==> config.mk <==
export PLATFORM = sky130hd
export DESIGN_NAME = prod_accum
export DESIGN_NICKNAME = d
export VERILOG_FILES = /design/src/rtl/prod_accum.sv
export SDC_FILE = /design/constraint.sdc
export NUM_CORES = 1
export LEC_CHECK = 0
export BUFFER_PORTS_ARGS = -buffer_cell sky130_fd_sc_hd__buf_4
export CELL_PAD_IN_SITES_DETAIL_PLACEMENT = 0
export CELL_PAD_IN_SITES_GLOBAL_PLACEMENT = 1
export CORE_MARGIN = 2
export CORE_UTILIZATION = 49
export CTS_CLUSTER_DIAMETER = 60
export CTS_CLUSTER_SIZE = 25
export DETAILED_ROUTE_END_ITERATION = 12
export GPL_TIMING_DRIVEN = 0
export PLACE_DENSITY_LB_ADDON = 0.1
export SLEW_MARGIN = 20
export SYNTH_ARGS = -nofsm -noshare
export SYNTH_HDL_FRONTEND = slang
export SYNTH_SLANG_ARGS = --single-unit
==> constraint.sdc <==
create_clock -name clk -period 6.4 [get_ports clk]
set_input_delay 1.28 -clock clk [delete_from_list [all_inputs] [get_ports clk]]
set_output_delay 1.28 -clock clk [all_outputs]
set_load 0.01 [all_outputs]
==> src/rtl/prod_accum.sv <==
// prod_accum: sums groups of LEN signed products and queues finished sums in a small valid/ready FIFO.
module prod_accum #(
    parameter int PROD_W = 12,
    parameter int ACC_W  = 18,
    parameter int LEN    = 4,
    parameter int DEPTH  = 2
) (
    input  logic              clk,
    input  logic              rst,
    input  logic              in_valid,
    output logic              in_ready,
    input  logic [PROD_W-1:0] in_product,
    input  logic              clr,
    output logic              out_valid,
    input  logic              out_ready,
    output logic [ACC_W-1:0]  out_sum,
    output logic              out_ovf,
    output logic [5:0]        grp_cnt
);
    localparam int CW = $clog2(DEPTH + 1);
    localparam int PW = DEPTH > 1 ? $clog2(DEPTH) : 1;

    typedef enum logic {IDLE, ACCUM} state_t;

    state_t            state, state_n;
    logic [ACC_W-1:0]  acc, acc_n, base, sext, nsum;
    logic [5:0]        cnt_n;
    logic              ovf_q, ovf_n, grp_ovf, ovf_now, accept, last, pop;
    logic [ACC_W-1:0]  sum_mem [DEPTH];
    logic              ovf_mem [DEPTH];
    logic [PW-1:0]     wr_ptr, rd_ptr;
    logic [CW-1:0]     fifo_cnt;

    assign in_ready  = !rst && !clr && (fifo_cnt != CW'(DEPTH));
    assign accept    = in_valid && in_ready;
    assign base      = state == ACCUM ? acc : '0;
    assign grp_ovf   = state == ACCUM && ovf_q;
    assign sext      = ACC_W'($signed(in_product));
    assign nsum      = base + sext;
    assign ovf_now   = (base[ACC_W-1] == sext[ACC_W-1]) && (nsum[ACC_W-1] != base[ACC_W-1]);
    assign last      = accept && (6'(grp_cnt + 6'd1) == 6'(LEN));
    assign out_valid = fifo_cnt != '0;
    assign pop       = out_valid && out_ready;
    assign out_sum   = sum_mem[rd_ptr];
    assign out_ovf   = ovf_mem[rd_ptr];

    always_comb begin
        state_n = state;
        acc_n   = acc;
        cnt_n   = grp_cnt;
        ovf_n   = ovf_q;
        if (clr) begin
            state_n = IDLE;
            acc_n   = '0;
            cnt_n   = '0;
            ovf_n   = 1'b0;
        end else if (accept) begin
            state_n = last ? IDLE : ACCUM;
            acc_n   = last ? '0 : nsum;
            cnt_n   = last ? '0 : 6'(grp_cnt + 6'd1);
            ovf_n   = last ? 1'b0 : grp_ovf | ovf_now;
        end
    end

    always_ff @(posedge clk) begin
        if (rst) begin
            state   <= IDLE;
            acc     <= '0;
            grp_cnt <= '0;
            ovf_q   <= 1'b0;
        end else begin
            state   <= state_n;
            acc     <= acc_n;
            grp_cnt <= cnt_n;
            ovf_q   <= ovf_n;
        end
    end

    // The finished group is written on the same edge that accepts its last product.
    always_ff @(posedge clk) begin
        if (rst) begin
            wr_ptr   <= '0;
            rd_ptr   <= '0;
            fifo_cnt <= '0;
            for (int i = 0; i < DEPTH; i++) begin
                sum_mem[i] <= '0;
                ovf_mem[i] <= 1'b0;
            end
        end else begin
            if (last) begin
                sum_mem[wr_ptr] <= nsum;
                ovf_mem[wr_ptr] <= grp_ovf | ovf_now;
                wr_ptr          <= wr_ptr == PW'(DEPTH - 1) ? '0 : wr_ptr + 1'b1;
            end
            if (pop)
                rd_ptr <= rd_ptr == PW'(DEPTH - 1) ? '0 : rd_ptr + 1'b1;
            fifo_cnt <= fifo_cnt + CW'(last) - CW'(pop);
        end
    end
endmodule
# Yosys cells after proc, flatten, opt, wreduce, memory -nomap -nowiden
# Memory sizes are Yosys's and may differ from the RTL's. A register that Yosys moved wholly into a read port is not among the register bits.
# Index checks and enable logic that the tools add are counted.
# totals
word_cells	55
ram_bits	38
n_memories	2
ff_bits	30
# mem_list
memory	words	width	read_ports	rd_clocked_by_memory_dff	wr	line_no	text
sum_mem	2	18	1	1	2	29	logic [ACC_W-1:0] sum_mem [DEPTH];
ovf_mem	2	1	1	1	2	30	logic ovf_mem [DEPTH];
# classes
add_sub_neg	6
n_eq_ne	4
n_mux	22
n_bitwise	1
n_reduce_logical	13
# op_table
cell	count
$mux 18	3
$add 18x18->18	1
$mux 1	18
$reduce_or 18->1	1
$logic_and 1x1->1	7
$add 6x1->6 const B	1
$eq 6x3->1 const B	1
$mux 6	1
$add 1x1->1 const B	2
$add 2x1->2	1
$logic_not 1->1	2
$ne 2x2->1 const B	1
$reduce_bool 2->1	1
$reduce_or 2->1	1
$sub 2x1->2	1
$eq 1x1->1	1
$ne 1x1->1	1
$or 1x1->1	1
$reduce_or 1->1	1

# Longest topological paths before layout
# Gate-level depths: netlist of run 1.
# logic_depth
depth_word	10
depth_mapped	12

# Worst setup path after synthesis of run 1
# OpenSTA, ideal clock, no wires.
# synth_path
kind	input to output
startpoint	in rst
endpoint	out in_ready
slack_ns	2.990
cell_stages	4
t_required_ns	5.120
t_arrival_ns	2.130
path_cell_list	buf_2 > or2_2 > clkbuf_1 > a21oi_1
# synth_between
elab_chain_len	3
# synth_lines
item	line_no	text
start: declaration	9	input logic rst,
$logic_not 1->1	34	assign in_ready = !rst && !clr && (fifo_cnt != CW'(DEPTH));
$logic_and 1x1->1 (2 in series)	34	
end: declaration	11	output logic in_ready,
# No other way between the ends.

==> impl_metrics.csv, run 1 <==
group,metric,value,unit
detailed_routing,drtIter0Drc,177,
floorplan,ios,44,
min_path,min_delay_path_depth,2,
final_layout,n_antenna_cell,0,
floorplan,die_area,8699,um^2
clock_tree,h-tree-depth,3,
critical_path,worstSetupPathType,"in2reg",
yosys,yosysMostFrequentCell,"nor2_1",
final_layout,fillers,696,
critical_path,r2r_slack,2.85,ns
yosys,synth_common_cells,"nor2_1, edfxtp_1, dfxtp_1",
pwr,pwr-share-clk,35.2,%
timing,period_needed,3.687,ns
detailed_routing,viasPerCell,5.350,
clock_tree,clk_pin_slew_worst_paths,0.07,ns
yosys,ys_types,53,
clock_tree,numCtsBuffers,9,
critical_path,slowest_stage,"nand2b_1",
critical_path,end_kind,"flip-flop",
min_path,worstHoldEndpoint,"acc[16]",
critical_path,worstPathBufferInverterCount,3,
placed_design,dpl.cell_count,549,
floorplan,dieHeight,93.27,um
clock_tree,cts-root-buf,"clkbuf_8",
yosys,synth_cells,405,
global_routing,grt_pass1_vias,2833,
clock_tree,cts.sinks,69,
yosys,postSynthAreaPerCell,9.642,um^2
critical_path,critPathRequiredTime,6.36,ns
critical_path,regToRegEndpoint,"sum_mem[1][13]",
min_path,hp-start,"acc[16]",
timing,clock_skew,0.01278,ns
critical_path,max_stage_delay,0.66,ns
floorplan,fp-row-count,32,
critical_path,r2r_cells,12,
timing,finalSetupViolCount,0,
placed_design,port_buffers,42,
yosys,synth_flop_cell,"edfxtp_1",
clock_tree,cts_tree,"done",
pwr,pwr-share-comb,16.6,%
job,maxCapViolations,0,
yosys,yosysWarnings,0,
detailed_routing,routed-via-count,3023,
timing,hold_violations,0,
floorplan,die_w,93.27,um
pwr,p_sw_share,26.37,%
critical_path,worstReg2RegStart,"state",
final_layout,syn2layout_area_growth,16.50,%
placed_design,gp_congestion,0.8373,
pwr,internal-power,751.5,uW
critical_path,worstSetupStartpointType,"primary input",
pwr,p_leak,1.886,nW
yosys,synth_edf_count,38,
min_path,min_path_type,"reg2reg",
yosys,synth.cell_area,3905,um^2
timing,finalCritPeriodShare,57.61,%
timing,tns,0,ns
floorplan,core-area,7727,um^2
critical_path,critical_path.most_common_cell,"buf_2",
yosys,yosysTopAreaCellShare,29.22,%
final_layout,nets,497,
clock_tree,clk_latency,0.34,ns
final_layout,drive_gt1_share,20.30,%
placed_design,post-dp-hpwl,6.186,mm
global_routing,grt_antenna_before_repair,0,
pwr,switching_power,269.2,uW
detailed_routing,drc_errors,0,
yosys,synth_area_leaders,"edfxtp_1, dfxtp_1, ha_1",
timing,fmax,271.2,MHz
timing,slew_headroom,39.46,%
global_routing,grt_pass1_wl,14.06,mm
global_routing,grt_max_degree,20,
global_routing,grt_overflow,0,
clock_tree,cts_resized,0,
yosys,ys_ff_latch,69,
detailed_routing,wl_per_cell,15.05,um
outcome,status,"completed",
detailed_routing,wirelength,8.501,mm
critical_path,crit_fanout,19,
final_layout,fin_cells,565,
critical_path,worstPathCellList,"buf_2 > nor2_2 > nand3_1 > nor4_4 > inv_2 > or2_1 > buf_2 > nand2b_1",
critical_path,crit_arrival,3.65,ns
pwr,p_seq_share,48.2,%
detailed_routing,ant_nets,0,
clock_tree,clockBufferDepth,2,
detailed_routing,drt_pass1_iterations,5,
floorplan,start_util,50.53,%
global_routing,grt_use_total,20.99,%
pwr,power_density,224.4,nW/um^2
yosys,synthArstFlopShare,0,%
critical_path,path_delay_family,"simple AND/OR/NAND/NOR gates",
yosys,ys_seq_area_share,45.11,%
timing,final_max_slew_viol_count,0,
clock_tree,post_cts_buffers,0,
timing,grt_setup_unrepaired,"false",
timing,tightest_slew,0.9081,ns
yosys,synth_top_area_cell,"edfxtp_1",
pwr,ir_drop,0.1059,mV
clock_tree,hold_buffers,0,
yosys,synth_fp_nets,444,
## sequential cells by signal, summed over array words and instances, names as in the netlist, 2 cells and up, named ones only
| signal | cells |
|---|---|
| fifo_cnt | 2 |
| grp_cnt | 6 |
| acc | 18 |
| sum_mem | 36 |
| ovf_mem | 2 |
## worst reg2reg max path, cell delays in order (launching register included)
cell and delay, ns:
dfxtp_1 0.38, clkbuf_1 0.36, clkbuf_1 0.44, nand2_1 0.18, inv_1 0.09, ha_1 0.25
a211oi_2 0.26, o211ai_1 0.18, nor3b_1 0.19, or3_1 0.35, a21oi_1 0.17, xor2_1 0.37
nor2_1 0.08
## layer usage
metal | global-route usage [%] | wire length [um] | share of wire [%]
met3 | 4.029 | 448 | 5.3
met4 | 5.882 | 85 | 1.0
met1 | 29.49 | 3998 | 47
met2 | 33.15 | 3968 | 47
met5 | 0 | 0 | 0
## power groups by stage
stage                     combinational (mW)  sequential, mW  clock, mW
final                                  0.169           0.492      0.360
after global routing                   0.187           0.494      0.391
after CTS                              0.171           0.492      0.364
after detailed placement               0.170           0.502          0
after global placement                 0.167           0.501          0
after floorplan                        0.112           0.500          0
## layout make-up
type	instances	area, um^2	share of cell area, %
plain buffers	21	93.84	2.063
clock buffers	11	141.4	3.108
clock inverters	5	60.06	1.320
inverters	9	33.78	0.7426
multi-input cells	306	2016	44.31
flip-flops and latches	69	1762	38.72
well taps	102	127.6	2.805
repair buffers	42	315.3	6.931
## kinds of logic (layout without fill, tap and decap cells)
kind of cell | after synthesis | count (layout) | share of synthesized area, %
multiplexers | 19 | 19 | 5.479
adder cells (fa/ha/maj) | 22 | 22 | 7.241
AO/OA/AOI/OAI | 79 | 79 | 13.01
AND/OR/NAND/NOR | 163 | 163 | 20.73
buffers and inverters | 30 | 88 | 3.268
XOR/XNOR | 23 | 23 | 5.159
flip-flops | 69 | 69 | 45.11
## through the flow
step	setup slack [ns]	util, %	hold WS [ns]	total power [mW]	cell area (um^2)
global placement	2.370	56.27	0.4460	0.6680	4348
detailed placement	2.369	56.27	0.4506	0.6713	4348
finish	2.713	58.87	0.4599	1.021	4549
floorplan	2.990	-	0.4347	0.6114	3905
global route	2.504	58.87	0.4888	1.072	4549
CTS	2.725	58.87	0.4599	1.026	4549
## placed cells by master (no fill, tap or decap), drive strengths merged, types with 3 or more instances in the layout
master and count:
inv 9, nand4 3, o21ai 15, nor3b 3, nand2 22, xnor2 6, and2 20, nor2b 8
mux2 19, o21a 4, o211ai 5, clkbuf 21, a2bb2oi 6, edfxtp 38, ha 21, xor2 17
buf 53, a21o 3, nand2b 10, nor3 15, or2 3, clkinv 3, a21oi 29, dfxtp 31
nor2 62, a31oi 3, nand3 9
## worst max path at each step
stage / cells past startpoint / slack, ns / to / startpoint
floorplan: 4 / 2.99 / in_ready / rst
global placement: 8 / 2.37 / sum_mem[1][10] / rst
detailed placement: 8 / 2.37 / sum_mem[1][10] / rst
CTS: 8 / 2.72 / sum_mem[1][11] / rst
global route: 8 / 2.50 / sum_mem[1][7] / rst
finish: 8 / 2.71 / sum_mem[1][7] / rst
No activity file was read; power rests on OpenSTA's default activity.
==> run 2, diff against run 1 <==
--- a/config.mk
+++ b/config.mk
@@ -9,7 +9,7 @@
 export CELL_PAD_IN_SITES_DETAIL_PLACEMENT = 0
 export CELL_PAD_IN_SITES_GLOBAL_PLACEMENT = 1
 export CORE_MARGIN = 2
-export CORE_UTILIZATION = 49
+export CORE_UTILIZATION = 45
 export CTS_CLUSTER_DIAMETER = 60
 export CTS_CLUSTER_SIZE = 25
 export DETAILED_ROUTE_END_ITERATION = 12
==> constraint.sdc (replaced) <==
create_clock -name clk -period 3.7 [get_ports clk]
set_input_delay 0.74 -clock clk [delete_from_list [all_inputs] [get_ports clk]]
set_output_delay 0.74 -clock clk [all_outputs]
set_load 0.01 [all_outputs]
==> run 2 against run 1 <==
Sequential power up 73%. Clock power is 110% higher. Worst setup slack got worse by 2.4 ns. Critical path type is now reg2reg.
==> impl_metrics.csv, run 2 (same netlist as run 1, synthesis figures left out) <==
group,metric,value,unit
global_routing,grt_max_degree,20,
critical_path,worstReg2RegStart,"state",
final_layout,regMostFlops,"sum_mem",
timing,holdWs,0.4621,ns
detailed_routing,routed-via-count,3020,
timing,hold_violations,0,
final_layout,nets,497,
outcome,status,"completed",
min_path,min_path_type,"reg2reg",
placed_design,dpl.cell_count,552,
final_layout,multi_input_area,2023,um^2
global_routing,grt_antenna_before_repair,0,
timing,slew_headroom,35.20,%
clock_tree,cts.sinks,69,
final_layout,drive_gt1_share,20.73,%
clock_tree,clk_pin_slew_worst_paths,0.08,ns
global_routing,grt_pass1_vias,2839,
final_layout,fillers,786,
critical_path,critPathRequiredTime,3.79,ns
final_layout,syn2layout_area_growth,18.01,%
floorplan,core-area,8299,um^2
timing,clock_skew,0.01256,ns
timing,finalCritPeriodShare,91.98,%
global_routing,grt_overflow,0,
clock_tree,numCtsBuffers,9,
placed_design,post-dp-hpwl,6.287,mm
critical_path,worstSetupStartpointType,"flip-flop",
critical_path,worstSetupPathType,"reg2reg",
critical_path,endpoint,"sum_mem[0][13]",
final_layout,n_antenna_cell,0,
timing,setup_ws,0.2966,ns
clock_tree,cts-root-buf,"clkbuf_8",
pwr,power_density,413.7,nW/um^2
final_layout,mostFrequentLayoutCell,"nor2_1",
critical_path,end_kind,"flip-flop",
detailed_routing,drtIter0Drc,119,
floorplan,die_w,97.16,um
timing,tightest_slew,0.9720,ns
detailed_routing,wl_per_cell,15.26,um
placed_design,port_buffers,42,
final_layout,fin_util,55.53,%
floorplan,die_area,9439,um^2
floorplan,ios,44,
final_layout,largest_reg_flops,36,
placed_design,gp_congestion,0.8372,
floorplan,start_util,47.05,%
timing,finalSetupViolCount,0,
timing,period_needed,3.403,ns
critical_path,crit_arrival,3.49,ns
detailed_routing,drt_pass1_iterations,4,
final_layout,reg.largest.list,"sum_mem (36), acc (18), grp_cnt (6)",
clock_tree,cts_tree,"done",
global_routing,grt_use_total,19.01,%
final_layout,fin_cells,568,
pwr,ir_drop,0.2156,mV
job,maxCapViolations,0,
final_layout,regArea,1762,um^2
clock_tree,h-tree-depth,3,
timing,tns,0,ns
critical_path,startpoint,"state",
critical_path,r2r_slack,0.30,ns
critical_path,regToRegEndpoint,"sum_mem[0][13]",
detailed_routing,wirelength,8.670,mm
clock_tree,hold_buffers,0,
floorplan,dieHeight,97.16,um
clock_tree,clk_latency,0.35,ns
pwr,p_leak,1.912,nW
floorplan,fp-row-count,33,
placed_design,dp_worst_setup_slack,0.08032,ns
critical_path,crit_fanout,10,
detailed_routing,viasPerCell,5.317,
detailed_routing,drc_errors,0,
timing,fmax,293.8,MHz
detailed_routing,ant_nets,0,
timing,grt_setup_unrepaired,"false",
global_routing,grt_pass1_wl,14.25,mm
timing,final_max_slew_viol_count,0,
critical_path,r2r_cells,12,
clock_tree,clockBufferDepth,2,
final_layout,layout_common_cells,"nor2_1, buf_4, edfxtp_1, dfxtp_1, a21oi_1",
run 2: worst min-delay path by stage:
stage	startpoint	endpoint	slack [ns]	cells after the start
floorplan	acc[13]	acc[13]	0.43	2
global placement	acc[16]	acc[16]	0.45	2
detailed placement	acc[16]	acc[16]	0.45	2
CTS	acc[16]	acc[16]	0.46	2
global route	acc[16]	acc[16]	0.47	2
finish	acc[16]	acc[16]	0.46	2
run 2: metrics by stage:
stage	area [um^2]	total power, mW
finish	4608	1.907
global route	4608	1.996
CTS	4599	1.924
detailed placement	4352	1.162
floorplan	3905	1.058
global placement	4352	1.159
run 2: timing repair:
item,4_1_cts,5_1_grt
setup endpoints to repair,0,12
gates resized for setup,0,3
buffers inserted,0,0
run 2: cell type report:
cell class / count / share of cell area, %
Clock inverter: 5 / 2.308
Tap cell: 105 / 2.851
Buffer: 21 / 2.064
Multi-Input combinational cell: 306 / 43.90
Clock buffer: 11 / 3.068
Timing Repair Buffer: 42 / 6.842
Sequential cell: 69 / 38.23
Inverter: 9 / 0.7331
run 2: worst max-delay path, stage by stage (launching register included):
cell,delay [ns]
dfxtp_1,0.38
clkbuf_1,0.34
clkbuf_2,0.34
nand2_1,0.15
inv_1,0.08
ha_1,0.24
a211oi_2,0.27
o211ai_1,0.19
nor3b_1,0.19
or3_1,0.36
a21oi_1,0.23
xor2_2,0.29
nor2_1,0.06
run 2: where the power goes:
part / switching (mW) / leakage (nW) / internal [mW]
Clock: 0.294 / 0.120 / 0.469
Combinational: 0.161 / 1.15 / 0.132
Sequential: 0.0134 / 0.644 / 0.837
Total: 0.469 / 1.91 / 1.44
run 2: metal layers:
layer	GRT usage, %	routed length, um	vias to the layer above
li1	-	-	1538
met1	26.02	4306	1433
met2	30.18	4064	42
met3	4.604	234	7
met4	5.200	65	0
met5	0	0	-
==> run 3, diff against run 2 <==
--- a/config.mk
+++ b/config.mk
@@ -8,12 +8,12 @@
 export BUFFER_PORTS_ARGS = -buffer_cell sky130_fd_sc_hd__buf_4
 export CELL_PAD_IN_SITES_DETAIL_PLACEMENT = 0
 export CELL_PAD_IN_SITES_GLOBAL_PLACEMENT = 1
+export CORE_ASPECT_RATIO = 0.75
 export CORE_MARGIN = 2
 export CORE_UTILIZATION = 45
 export CTS_CLUSTER_DIAMETER = 60
 export CTS_CLUSTER_SIZE = 25
 export DETAILED_ROUTE_END_ITERATION = 12
-export GPL_TIMING_DRIVEN = 0
 export PLACE_DENSITY_LB_ADDON = 0.1
 export SLEW_MARGIN = 20
 export SYNTH_ARGS = -nofsm -noshare
==> run 3 against run 2 <==
Final area is 0.92% higher. Hold slack improved by 0.0020 ns. Worst setup slack better by 0.60 ns. Critical path type is now in2reg.
==> impl_metrics.csv, run 3 (same netlist as run 1, synthesis figures left out) <==
group,metric,value,unit
outcome,status,"completed",
final_layout,n_antenna_cell,0,
global_routing,grt_max_degree,33,
final_layout,regMostFlops,"sum_mem",
placed_design,port_buffers,43,
clock_tree,cts-root-buf,"clkbuf_16",
final_layout,syn2layout_area_growth,19.10,%
floorplan,fp-row-count,29,
placed_design,gp_congestion,0.8626,
clock_tree,post_cts_buffers,0,
timing,final_max_slew_viol_count,0,
timing,period_needed,2.804,ns
critical_path,slowest_stage,"a311oi_1",
final_layout,fillers,760,
pwr,p_leak,1.933,nW
detailed_routing,drtIter0Drc,206,
critical_path,max_stage_delay,0.50,ns
detailed_routing,routed-via-count,2934,
job,maxCapViolations,0,
clock_tree,clockBufferDepth,2,
critical_path,crit_arrival,3.00,ns
floorplan,core-area,8454,um^2
critical_path,critPathRequiredTime,3.90,ns
floorplan,dieHeight,84.68,um
placed_design,post-dp-hpwl,5.971,mm
critical_path,end_kind,"flip-flop",
final_layout,largest_reg_flops,36,
timing,hold_violations,0,
floorplan,die_area,9447,um^2
detailed_routing,drt_pass1_iterations,5,
timing,tns,0,ns
timing,finalCritPeriodShare,75.79,%
clock_tree,cts_tree,"done",
global_routing,grt_use_total,18.85,%
pwr,ir_drop,0.2049,mV
final_layout,reg.largest.list,"sum_mem (36), acc (18), grp_cnt (6)",
clock_tree,cts.sinks,69,
clock_tree,clk_pin_slew_worst_paths,0.06,ns
timing,finalSetupViolCount,0,
timing,fmax,356.6,MHz
floorplan,die_w,111.6,um
floorplan,ios,44,
timing,clock_skew,0.003096,ns
timing,tightest_slew,0.8209,ns
detailed_routing,viasPerCell,5.258,
floorplan,start_util,46.19,%
global_routing,grt_pass1_vias,2701,
final_layout,mostFrequentLayoutCell,"nor2_1",
global_routing,grt_overflow,0,
critical_path,crit_fanout,6,
clock_tree,clk_latency,0.32,ns
final_layout,fin_util,55.01,%
detailed_routing,ant_nets,0,
critical_path,worstSetupStartpointType,"primary input",
clock_tree,numCtsBuffers,9,
critical_path,worstSetupPathType,"in2reg",
detailed_routing,wl_per_cell,15.27,um
final_layout,multi_input_area,2016,um^2
min_path,min_path_type,"reg2reg",
final_layout,regArea,1762,um^2
critical_path,worstPathCellList,"buf_4 > ha_1 > inv_1 > fa_1 > nand2b_1 > a21oi_1 > o211a_1 > nor4_1 > a311oi_1 > a2bb2oi_1 > nor2_1",
detailed_routing,drc_errors,0,
final_layout,nets,484,
final_layout,layout_common_cells,"nor2_1, buf_4, edfxtp_1, dfxtp_1, a21oi_1",
global_routing,grt_antenna_before_repair,0,
timing,grt_setup_unrepaired,"false",
final_layout,drive_gt1_share,20.67,%
clock_tree,cts_resized,0,
detailed_routing,wirelength,8.523,mm
global_routing,grt_pass1_wl,13.94,mm
clock_tree,hold_buffers,0,
pwr,power_density,448.3,nW/um^2
clock_tree,h-tree-depth,3,
timing,slew_headroom,45.20,%
-- run 3: path summary, 6_finish.rpt --
kind / from / end / slack, ns / cells past startpoint
setup / recovery: in_product[0] / acc[10] / 0.90 / 11
hold / removal: acc[16] / acc[16] / 0.46 / 2
setup reg to reg: state / ovf_mem[1] / 0.91 / 10
hold reg to reg: acc[16] / acc[16] / 0.46 / 2
-- run 3: area by class of cell --
cell class	instances	area share (%)
Multi-Input combinational cell	306	43.34
Sequential cell	69	37.88
Timing Repair Buffer	50	8.071
Clock buffer	9	4.843
Tap cell	108	2.906
Clock inverter	7	2.233
Inverter	9	0.7264
-- run 3: worst max-delay path: cells and delay by family --
kind,cells,cell delay (ns)
AOI/OAI and AO/OA,4,1.21
buffers and inverters,2,0.15
adders and majority gates,2,0.60
and+or+nand+nor,3,0.31
-- run 3: power breakdown --
group,switching (mW),leakage (nW),total (mW),internal (mW)
Sequential,0.0258,0.644,0.863,0.837
Clock,0.342,0.161,0.943,0.601
Combinational,0.147,1.13,0.279,0.132
-- run 3: per-layer routing --
layer | GRT usage, % | vias up | share of wire (%) | wire, um
met5 | 0 | - | 0 | 0
met4 | 3.367 | 0 | 0.34 | 29
met3 | 4.693 | 2 | 5.3 | 454
met2 | 26.83 | 58 | 42 | 3546
met1 | 29.23 | 1348 | 53 | 4493
li1 | - | 1526 | - | -
-- run 3: through the flow --
stage	hold WS (ns)	setup slack [ns]	power, mW	cells	area (um^2)
3_5_place_dp	0.4544	0.5706	1.159	542	4322
3_3_place_gp	0.4430	0.6257	1.157	542	4322
5_1_grt	0.4888	0.7193	2.170	558	4651
6_report	0.4641	0.8959	2.085	558	4651
4_1_cts	0.4624	0.9005	2.106	558	4651
2_1_floorplan	0.4347	0.8566	1.058	405	3905
